`config.mk`:
```
export PLATFORM = sky130hd
export DESIGN_NAME = alu_flag_unit
export DESIGN_NICKNAME = d
export VERILOG_FILES = /design/src/rtl/alu_flag_unit_pkg.sv /design/src/rtl/alu_flag_unit_cond_eval.sv /design/src/rtl/alu_flag_unit.sv
export SDC_FILE = /design/constraint.sdc
export NUM_CORES = 1
export LEC_CHECK = 0
export ABC_AREA = 0
export BUFFER_PORTS_ARGS = -buffer_cell sky130_fd_sc_hd__buf_2
export CAP_MARGIN = 20
export CORE_AREA = 2 2 39 41
export DETAILED_ROUTE_END_ITERATION = 16
export DIE_AREA = 0 0 41 43
export SYNTH_ARGS = -nofsm -noshare
export SYNTH_HDL_FRONTEND = slang
export SYNTH_SLANG_ARGS = --single-unit
```
`constraint.sdc`:
```
create_clock -name clk -period 3.2 [get_ports clk]
set_input_delay 0.48 -clock clk [delete_from_list [all_inputs] [get_ports clk]]
set_output_delay 0.48 -clock clk [all_outputs]
set_load 0.005 [all_outputs]
```
`src/rtl/alu_flag_unit_pkg.sv`:
```
// rtl/alu_flag_unit_pkg.sv - shared types and constants for the ALU flag unit
package alu_flag_unit_pkg;

   // LEGv8 condition codes for B.cond
   typedef enum logic [3:0] {
      COND_EQ = 4'b0000,
      COND_NE = 4'b0001,
      COND_HS = 4'b0010,
      COND_LO = 4'b0011,
      COND_MI = 4'b0100,
      COND_PL = 4'b0101,
      COND_VS = 4'b0110,
      COND_VC = 4'b0111,
      COND_HI = 4'b1000,
      COND_LS = 4'b1001,
      COND_GE = 4'b1010,
      COND_LT = 4'b1011,
      COND_GT = 4'b1100,
      COND_LE = 4'b1101,
      COND_AL = 4'b1110,
      COND_NV = 4'b1111
   } cond_e;

   // Bit positions inside the {N,Z,V,C} flag vector
   localparam int FLAG_N = 3;
   localparam int FLAG_Z = 2;
   localparam int FLAG_V = 1;
   localparam int FLAG_C = 0;

   // Decision state machine
   typedef enum logic {
      ST_IDLE = 1'b0,
      ST_RESP = 1'b1
   } state_e;

endpackage

```
`src/rtl/alu_flag_unit_cond_eval.sv`:
```
// rtl/alu_flag_unit_cond_eval.sv - combinational B.cond evaluation against {N,Z,V,C}
module alu_flag_unit_cond_eval
   import alu_flag_unit_pkg::*;
#(
   parameter bit NV_IS_ALWAYS = 1'b1
) (
   input  logic [3:0] flags_i,
   input  logic [3:0] cond_i,
   output logic       taken_o
);

   logic n, z, v, c;

   assign n = flags_i[FLAG_N];
   assign z = flags_i[FLAG_Z];
   assign v = flags_i[FLAG_V];
   assign c = flags_i[FLAG_C];

   // Decode the condition code into a taken bit
   always_comb begin
      taken_o = 1'b0;
      case (cond_e'(cond_i))
         COND_EQ: taken_o = z;
         COND_NE: taken_o = ~z;
         COND_HS: taken_o = c;
         COND_LO: taken_o = ~c;
         COND_MI: taken_o = n;
         COND_PL: taken_o = ~n;
         COND_VS: taken_o = v;
         COND_VC: taken_o = ~v;
         COND_HI: taken_o = c & ~z;
         COND_LS: taken_o = ~(c & ~z);
         COND_GE: taken_o = (n == v);
         COND_LT: taken_o = (n != v);
         COND_GT: taken_o = ~z & (n == v);
         COND_LE: taken_o = z | (n != v);
         COND_AL: taken_o = 1'b1;
         COND_NV: taken_o = NV_IS_ALWAYS;
         default: taken_o = 1'b0;
      endcase
   end

endmodule

```
`src/rtl/alu_flag_unit.sv`:
```
// rtl/alu_flag_unit.sv - flag register and registered branch decision for the ALU status interface
module alu_flag_unit
   import alu_flag_unit_pkg::*;
#(
   parameter logic [3:0] FLAG_RESET   = 4'b0000,
   parameter bit         NV_IS_ALWAYS = 1'b1
) (
   input  logic       clk,
   input  logic       reset,
   input  logic       negative,
   input  logic       zero,
   input  logic       overflow,
   input  logic       carry_out,
   input  logic       set_flags,
   input  logic       cond_valid,
   input  logic [3:0] cond,
   input  logic       cbz_valid,
   input  logic       cbz_not,
   output logic [3:0] flags,
   output logic       branch_valid,
   output logic       take_branch,
   output logic       req_error
);

   logic [3:0] flags_q, flags_d;
   state_e     state_q, state_d;
   logic       take_q, take_d;
   logic       err_q, err_d;
   logic       any_req;
   logic       cond_taken;
   logic       req_result;

   // B.cond always sees the flags as stored before this edge's update
   alu_flag_unit_cond_eval #(
      .NV_IS_ALWAYS(NV_IS_ALWAYS)
   ) u_cond_eval (
      .flags_i(flags_q),
      .cond_i (cond),
      .taken_o(cond_taken)
   );

   // Request mux: CBZ/CBNZ wins over B.cond and uses the live zero input
   always_comb begin
      any_req    = cond_valid | cbz_valid;
      req_result = cbz_valid ? (cbz_not ? ~zero : zero) : cond_taken;
      take_d     = any_req & req_result;
      err_d      = cond_valid & cbz_valid;
      flags_d    = set_flags ? {negative, zero, overflow, carry_out} : flags_q;
   end

   // State, flag and decision registers; reset discards any pending decision
   always_ff @(posedge clk) begin
      if (reset) begin
         state_q <= ST_IDLE;
         flags_q <= FLAG_RESET;
         take_q  <= 1'b0;
         err_q   <= 1'b0;
      end else begin
         state_q <= state_d;
         flags_q <= flags_d;
         take_q  <= take_d;
         err_q   <= err_d;
      end
   end

   // Next state: every request produces a response cycle, back-to-back if needed
   always_comb begin
      state_d = state_q;
      case (state_q)
         ST_IDLE: state_d = any_req ? ST_RESP : ST_IDLE;
         ST_RESP: state_d = any_req ? ST_RESP : ST_IDLE;
         default: state_d = ST_IDLE;
      endcase
   end

   // Outputs: decision fields are forced low outside the response cycle
   always_comb begin
      flags        = flags_q;
      branch_valid = (state_q == ST_RESP);
      take_branch  = branch_valid & take_q;
      req_error    = branch_valid & err_q;
   end

endmodule

```
==> run summary, run 1 <==
Setup TNS: 0 ns
All-layer global routing usage: 12.7%
Synth Register Bits: 7
Sink Count: 7
I/O pins: 21
P&R area growth vs syn: 27.2%
Internal: 0.168 mW
Pre-CTS WS: 1.52 ns
Cell Chain, Critical Path: xnor3_1 > a22o_1 > a21oi_2 > nor2_1 > o211a_1
Comb pwr share: 22.7%
Final worst-path cycle share: 47.6%
Crit path time final: 1.52 ns
Maximum clock path buffer count: 2
RSZ-0062 raised after global routing: false
VDD IR max: 0.108 mV
Root buf cell: clkbuf_4
CTS tree: built
Final hold violations: 0
Placer Congestion: 0.807
Drt total wl: 993 um
Post-synthesis cell area: 464 sq um
Hold depth: 3
Post-cts sizing count: 0
Slew margin rel.: 76.2%
Count of different cell masters after synthesis: 30
WL per Instance: 11.2 um
Crit path depth: 5
Vias: 448
Worst slew pin tran: 0.352 ns
Width of the chip: 41 um
Post-Route Skew: 0.00448 ns
CP Buf/Inv Count: 0
Initial antenna violation count: 0
Total CTS buffers: 3
R2R depth: 5
Synthesized instance count: 52
Critical path type: flip-flop to flip-flop
Detailed placement HPWL: 776 um
H-tree depth: 1
PwrDens: 381 mW/mm^2
Via-to-Cell Ratio: 5.03
Die area: 0.00176 sq mm
Row count: 14
Vias in the first global route: 365
CP arrival: 1.65 ns
Fraction of layout cells with a size suffix above 1: 37.0%
Syn_area_per_cell: 8.93 sq um
Residual overflow from global routing: 0
Final Slew Violations: 0
Seq pwr share: 43.7%
Outcome: finished, final reports clean
Slowest-stage cell, CP: xnor3_1
CP endpoint kind: flip-flop
Power share of the clock group: 33.7%
Worst-skew pair later-pin latency: 0.24 ns
Hold/Removal Path Class: primary input to flip-flop
Reg clk slew, reported paths: 0.05 ns
Pre-Repair DR Iteration Count: 2
Hold_buf cts: 0
DRC: 0
Register area share after synthesis: 30.2%
Largest net degree at the start of global routing: 12
I/O Buffers: 20
CORE AREA: 0.00138 sq mm
Die Y-Extent: 43 um
Max FO, Critical Path: 5
Data required, critical path: 3.33 ns
Top Family by Delay on Critical Path: compound AO/OA/AOI/OAI gates
Initial Utilization: 33.5%
First-pass GRT wire length: 1470 um
Remaining antenna violation count: 0
Achievable Freq: 657 MHz
Switching part of the total: 25.1%
Ant. Diodes: 0
Count of max-cap constraint violations: 0
Pleak: 0.284 nW
Setup Viol. Count Final: 0
Critical Path Start Type: flip-flop
Syn nets: 66
Final #Nets: 88
Synth warn: 0
Setup Buffers After CTS: 0
1st-iter DRT viols: 5
Largest stage delay on the critical path: 0.43 ns
Final worst slack: 1.68 ns
Switching pwr: 0.0565 mW
## cell families (layout without fill, tap and decap cells)
kind of cell | count (synthesis) | after routing | synth area share [%]
xor+xnor | 2 | 2 | 6.74
flops | 7 | 7 | 30.2
compound gates | 11 | 11 | 19.4
simple gates | 25 | 25 | 30.7
buf+inv | 3 | 24 | 4.31
mux | 4 | 4 | 8.63
## power groups by stage
| stage | clock network [mW] | registers [mW] | logic [mW] |
|---|---|---|---|
| finish | 0.0757 | 0.0983 | 0.0510 |
| global placement | 0 | 0.100 | 0.0510 |
| floorplan | 0 | 0.0991 | 0.0328 |
| global route | 0.0862 | 0.0991 | 0.0560 |
| detailed placement | 0 | 0.100 | 0.0512 |
| CTS | 0.0795 | 0.0983 | 0.0514 |
## state kept, by name, indices dropped and copies added, names as in the netlist
name	flops
branch_valid	1
err_q	1
flags	4
take_q	1
## Yosys cell counts
master | n | area (sq um)
and2_1 | 2 | 12.5
a221o_1 | 1 | 10.0
clkbuf_2 | 1 | 5.00
dfxtp_1 | 7 | 140
and2b_2 | 1 | 8.76
nor4bb_1 | 1 | 10.0
or2b_2 | 1 | 8.76
xnor3_1 | 1 | 22.5
nand2b_1 | 3 | 18.8
nor3_1 | 2 | 10.0
o311ai_1 | 1 | 8.76
o21a_1 | 1 | 7.51
xnor2_1 | 1 | 8.76
nor4b_1 | 1 | 8.76
mux2i_1 | 4 | 40.0
and3b_2 | 1 | 10.0
a21boi_0 | 1 | 7.51
a221oi_1 | 1 | 8.76
a211oi_1 | 1 | 7.51
nor4_1 | 1 | 6.26
o21ai_0 | 1 | 5.00
nor2_1 | 9 | 33.8
nand2_1 | 2 | 7.51
nand3b_1 | 1 | 7.51
buf_6 | 1 | 11.3
clkbuf_1 | 1 | 3.75
a22oi_1 | 1 | 7.51
a21oi_2 | 1 | 8.76
o211a_1 | 1 | 10.0
a22o_1 | 1 | 8.76
## stage by stage
stage                     cell area [sq um]  std cells  hold slack [ns]  utilization, %  power [mW]
after floorplan                         464         52            0.534               -       0.132
after global placement                  564         85            0.560            40.8       0.151
after detailed placement                564         85            0.564            40.8       0.151
after CTS                               591         89            0.465            42.7       0.229
after global routing                    591         89            0.463            42.7       0.241
final                                   591         89            0.471            42.7       0.225
## final cells by class
class	instances	area (sq um)
sequential	7	140
fill	141	793
timing repair buffer	20	100
multi-input combinational	42	304
clock buffer	4	26.3
tap	16	20.0
## worst register-to-register path: stages (launching register included)
cell     delay [ns]
dfxtp_1        0.40
xnor3_1        0.43
a22o_1         0.20
a21oi_2        0.13
nor2_1         0.05
o211a_1        0.21
## cells in the final DEF, fill, tap and decap left out, types with 2 or more instances in the layout
| master | count |
|---|---|
| and2_1 | 2 |
| buf_2 | 20 |
| mux2i_1 | 4 |
| nand2_1 | 2 |
| nor2_1 | 9 |
| nor3_1 | 2 |
| clkbuf_4 | 3 |
| dfxtp_1 | 7 |
| nand2b_1 | 3 |
## worst paths after layout
check | start | to | slack, ns
max | flags[3] | take_q | 1.68
min | cond_valid | err_q | 0.47
max reg2reg | flags[3] | take_q | 1.68
min reg2reg | flags[3] | flags[3] | 0.57
## metal layers
layer	track usage [%]	part of all wire, %	wire length [um]
met1	17.0	50	501
met2	16.3	42	414
met3	3.14	6.1	61
met4	10.0	1.6	16
met5	0	0	0
No activity file was read; power rests on OpenSTA's default activity.
==> inputs of run 2 (changes only) <==
clock period = 1.4 ns   (was 3.2 ns; I/O delays follow)
==> run summary, run 2 (same netlist as run 1, synthesis figures left out) <==
Crit path time final: 1.34 ns (-0.184 ns)
Reg clk slew, reported paths: 0.05 ns (about the same)
Pre-Repair DR Iteration Count: 4 (+2)
Final Util: 45.3% (+2.6 points)
Final hold violations: 0 (unchanged)
Flop-to-flop setup slack: 0.06 ns (-1.62 ns)
Max FO, Critical Path: 4 (-1)
PwrDens: 864 mW/mm^2 (+130%)
Worst-skew pair later-pin latency: 0.26 ns (+0.02 ns)
Worst hold margin: 0.177 ns (-0.295 ns)
Ant. Diodes: 0 (unchanged)
RSZ-0062 raised after global routing: true
First-pass GRT wire length: 1730 um (+18%)
Maximum clock path buffer count: 2 (unchanged)
Most frequent cells in the layout: buf_2 (20), nor2_1 (9), mux2i_1 (4)
Detailed placement HPWL: 804 um (+3.6%)
Residual overflow from global routing: 0 (unchanged)
Pleak: 0.303 nW (+6.7%)
Slowest-stage cell, CP: dfxtp_2
Total power: 0.542 mW (+140%)
Initial antenna violation count: 0 (unchanged)
Fill count: 152 (+7.8%)
Sink Count: 7 (unchanged)
Hold_buf cts: 0 (unchanged)
VDD IR max: 0.232 mV (+120%)
Hold/Removal Path Class: primary input to flip-flop
Vias in the first global route: 398 (+9.0%)
Dpl cells: 88 (+3.5%)
Hold depth: 3 (unchanged)
Total CTS buffers: 3 (unchanged)
Slew margin rel.: 82.2% (+6.0 points)
Via-to-Cell Ratio: 4.90 (-2.6%)
Finished Layout Cells: 92 (+3.4%)
CORE AREA: 0.00138 sq mm (unchanged)
CP arrival: 1.49 ns (-0.16 ns)
Placer Congestion: 0.800 (-0.87%)
Multi-input logic area: 310 sq um (+2.1%)
1st-iter DRT viols: 1 (-4)
Row count: 14 (unchanged)
Critical Path Start Type: flip-flop
Largest net degree at the start of global routing: 10 (-2)
Final #Nets: 91 (+3.4%)
Initial Utilization: 33.5% (unchanged)
CP endpoint kind: flip-flop
All-layer global routing usage: 15.0% (+2.4 points)
CTS tree: built
Drt total wl: 1060 um (+7.0%)
Final worst-path cycle share: 95.5% (+48 points)
Outcome: finished, final reports clean
I/O Buffers: 20 (unchanged)
Final Slew Violations: 0 (unchanged)
Die area: 0.00176 sq mm (unchanged)
Post-Route Skew: 0.000820 ns (-0.00366 ns)
Data required, critical path: 1.55 ns (-1.78 ns)
Root buf cell: clkbuf_4
Number of flip-flops in the largest register: 4 (unchanged)
Achievable Freq: 748 MHz (+14%)
H-tree depth: 1 (unchanged)
Count of max-cap constraint violations: 0 (unchanged)
WL per Instance: 11.6 um (+3.6%)
Width of the chip: 41 um (unchanged)
Vias: 451 (+0.67%)
Commonest non-fill, non-tap cell in the layout: buf_2
Sequential Area: 148 sq um (+5.4%)
P&R area growth vs syn: 35.0%
Cell Chain, Critical Path: xnor3_1 > a22o_1 > a21oi_2 > nor2_1 > o211a_1
Remaining antenna violation count: 0 (unchanged)
Die Y-Extent: 43 um (unchanged)
Critical path type: flip-flop to flip-flop
Largest stage delay on the critical path: 0.34 ns (-0.09 ns)
R2R depth: 5 (unchanged)
Worst slew pin tran: 0.263 ns (-0.0893 ns)
Fraction of layout cells with a size suffix above 1: 46.1% (+9.1 points)
I/O pins: 21 (unchanged)
DRC: 0 (unchanged)
Setup Viol. Count Final: 0 (unchanged)
run 2: worst paths after layout:
check,to,start
max,take_q,flags[3]
min,err_q,cond_valid
max reg2reg,take_q,flags[3]
min reg2reg,flags[0],flags[0]
run 2: timing repair:
action,4_1_cts,5_1_grt
pin swaps,1,3
gates resized for setup,0,5
setup endpoints to repair,1,1
setup buffers,0,0
run 2: final cells by class:
cell class / instances / share of cell area [%]
flip-flops and latches: 7 / 23.6
well taps: 16 / 3.19
multi-input cells: 42 / 49.5
clock buffers: 4 / 4.19
repair buffers: 23 / 19.6
run 2: metrics by stage:
step,setup TNS (ns),setup slack [ns],cell area [sq um]
after floorplan,0,0.0241,467
after global placement,0,0.00934,589
after detailed placement,-0.00524,-0.00524,589
after CTS,0,0.00109,616
after global routing,-0.0257,-0.0257,627
final,0,0.0624,627
run 2: critical path: cells and delay by family, from the launching register on:
kind / cells / cell delay (ns)
flip-flops: 1 / 0.34
AND/OR/NAND/NOR: 1 / 0.05
AO/OA/AOI/OAI: 3 / 0.53
XOR/XNOR: 1 / 0.32
run 2: power by group:
part           internal, mW  switching [mW]  leakage [nW]
Sequential            0.212          0.0126        0.0597
Clock                 0.109          0.0826        0.0150
Combinational        0.0711          0.0536         0.228
run 2: layer usage:
metal / up-vias / wire (um) / global-route usage (%)
met1: 189 / 540 / 21.2
met2: 21 / 409 / 18.8
met3: 2 / 94 / 3.14
li1: 239 / - / -
met4: 0 / 18 / 12.0
met5: - / 0 / 0
==> inputs of run 3 (changes only) <==
==> constraint.sdc (replaced) <==
create_clock -name clk -period 1.4 [get_ports clk]
set_input_delay 0.14 -clock clk [delete_from_list [all_inputs] [get_ports clk]]
set_output_delay 0.14 -clock clk [all_outputs]
set_load 0.005 [all_outputs]
==> run summary, run 3 (same netlist as run 1, synthesis figures left out) <==
Most frequent cells in the layout: buf_2 (20), nor2_1 (9), mux2i_1 (4), dfxtp_1 (4)
Commonest non-fill, non-tap cell in the layout: buf_2
I/O Buffers: 20 (unchanged)
Met3 wire len: 78 um (-17%)
Initial Utilization: 33.5% (unchanged)
Via-to-Cell Ratio: 4.91 (+0.20%)
Flop-to-flop setup slack: 0.07 ns (about the same)
Drt total wl: 1030 um (-2.8%)
Sink Count: 7 (unchanged)
Pleak: 0.295 nW (-2.4%)
P&R area growth vs syn: 31.8%
Crit path time final: 1.33 ns (-0.00734 ns)
H-tree depth: 1 (unchanged)
Setup Buffers After CTS: 0 (unchanged)
All-layer global routing usage: 13.3% (-1.7 points)
Hold_buf cts: 0 (unchanged)
Reg-to-reg critical path endpoint: take_q
Die Y-Extent: 43 um (unchanged)
Placer Congestion: 0.838 (+4.8%)
Largest stage delay on the critical path: 0.34 ns (about the same)
Critical path type: flip-flop to flip-flop
Number of flip-flops in the largest register: 4 (unchanged)
Met2 Routed Length: 437 um (+6.8%)
Root buf cell: clkbuf_4
PwrDens: 860 mW/mm^2 (-0.39%)
Worst slew pin tran: 0.362 ns (+0.0992 ns)
Hold path startpoint: cond_valid
Final #Nets: 90 (-1.1%)
Hold/Removal Path Class: primary input to flip-flop
Worst hold endpoint: err_q
CP arrival: 1.47 ns (-0.02 ns)
Final hold violations: 0 (unchanged)
VDD IR max: 0.285 mV (+23%)
Worst-skew pair later-pin latency: 0.25 ns (about the same)
Fill count: 155 (+2.0%)
Pre-Repair DR Iteration Count: 2 (-2)
Post-Route Skew: 0.00137 ns (+0.000554 ns)
Row count: 14 (unchanged)
1st-iter DRT viols: 9 (+8)
Final worst-path cycle share: 95.0% (-0.52 points)
Vias in the first global route: 393 (-1.3%)
Achievable Freq: 752 MHz (+0.55%)
First-pass GRT wire length: 1560 um (-9.9%)
Fraction of layout cells with a size suffix above 1: 42.7% (-3.4 points)
Die area: 0.00176 sq mm (unchanged)
Remaining antenna violation count: 0 (unchanged)
Top Family by Delay on Critical Path: compound AO/OA/AOI/OAI gates
Residual overflow from global routing: 0 (unchanged)
CP endpoint kind: flip-flop
I/O pins: 21 (unchanged)
Slowest-stage cell, CP: dfxtp_2
Total CTS buffers: 3 (unchanged)
CP Buf/Inv Count: 0 (unchanged)
Hold depth: 3 (unchanged)
Met1 WL: 518 um (-4.1%)
WL per Instance: 11.4 um (-1.8%)
Setup Viol. Count Final: 0 (unchanged)
Initial antenna violation count: 0 (unchanged)
Final Slew Violations: 0 (unchanged)
CORE AREA: 0.00138 sq mm (unchanged)
Largest net degree at the start of global routing: 12 (+2)
Crit path depth: 5 (unchanged)
Slew margin rel.: 75.5% (-6.7 points)
Cell Chain, Critical Path: xnor3_1 > a22o_1 > a21oi_2 > nor2_1 > o211a_1
Post-DP Area: 582 sq um (-1.3%)
Count of max-cap constraint violations: 0 (unchanged)
Data required, critical path: 1.54 ns (about the same)
CTS tree: built
Origin of the critical flop-to-flop path: flags[3]
Design area: 612 sq um (-2.4%)
Reg clk slew, reported paths: 0.05 ns (about the same)
Worst Setup SP: flags[3]
Top sig layer: met3
Width of the chip: 41 um (unchanged)
R2R depth: 5 (unchanged)
Maximum clock path buffer count: 2 (unchanged)
DRC: 0 (unchanged)
Vias: 447 (-0.89%)
Max FO, Critical Path: 4 (unchanged)
Critical Path Start Type: flip-flop
Final Util: 44.2% (-1.1 points)
Ant. Diodes: 0 (unchanged)
Outcome: finished, final reports clean
RSZ-0062 raised after global routing: false
-- run 3: cell types whose count changed in the layout (fill, tap and decap cells not counted), sizes merged --
cell / before / now
buf: 23 / 22
-- run 3: worst max-delay path by stage --
| stage | endpoint |
|---|---|
| final | take_q |
| after global routing | take_q |
| after CTS | take_q |
| after detailed placement | take_q |
| after global placement | take_q |
| after floorplan | take_q |
-- run 3: cell type report --
class / instances / area, sq um / share of cell area (%)
sequential: 7 / 146 / 23.9
multi-input combinational: 42 / 304 / 49.7
timing repair buffer: 22 / 115 / 18.8
clock buffer: 4 / 26.3 / 4.29
tap: 16 / 20.0 / 3.27
-- run 3: power by group --
group / switching, mW / internal, mW / total [mW] / leakage [nW]
sequential: 0.0118 / 0.212 / 0.224 / 0.0593
clock: 0.0732 / 0.109 / 0.182 / 0.0150
combinational: 0.0523 / 0.0682 / 0.121 / 0.221
total: 0.137 / 0.389 / 0.526 / 0.295
-- run 3: worst reg2reg max path: stages, from the launching register on --
cell and delay, ns:
dfxtp_2 0.34, xnor3_1 0.32, a22o_1 0.19, a21oi_2 0.12, nor2_1 0.05, o211a_1 0.21
-- run 3: metal layers --
metal  vias to the layer above  global-route usage (%)
met4                         0                    10.0
met1                       191                    18.6
met5                         -                       0
li1                        237                       -
met3                         0                    1.57
met2                        19                    17.8
-- run 3: per-stage QoR --
step	instances	hold slack [ns]	setup TNS, ns	setup slack, ns	power (mW)
finish	91	0.114	0	0.0698	0.526
global route	91	0.121	0	0.000416	0.560
CTS	91	0.102	0	0.0121	0.539
detailed placement	87	0.373	-0.0203	-0.0203	0.351
global placement	87	0.378	0	0.00797	0.350
floorplan	52	0.205	0	0.0241	0.302
-- run 3: repair_timing --
action | in CTS | in global routing
pin swaps | 1 | 2
hold endpoints to repair | 0 | 0
endpoints found under the setup margin | 1 | 1
gates resized for setup | 1 | 2
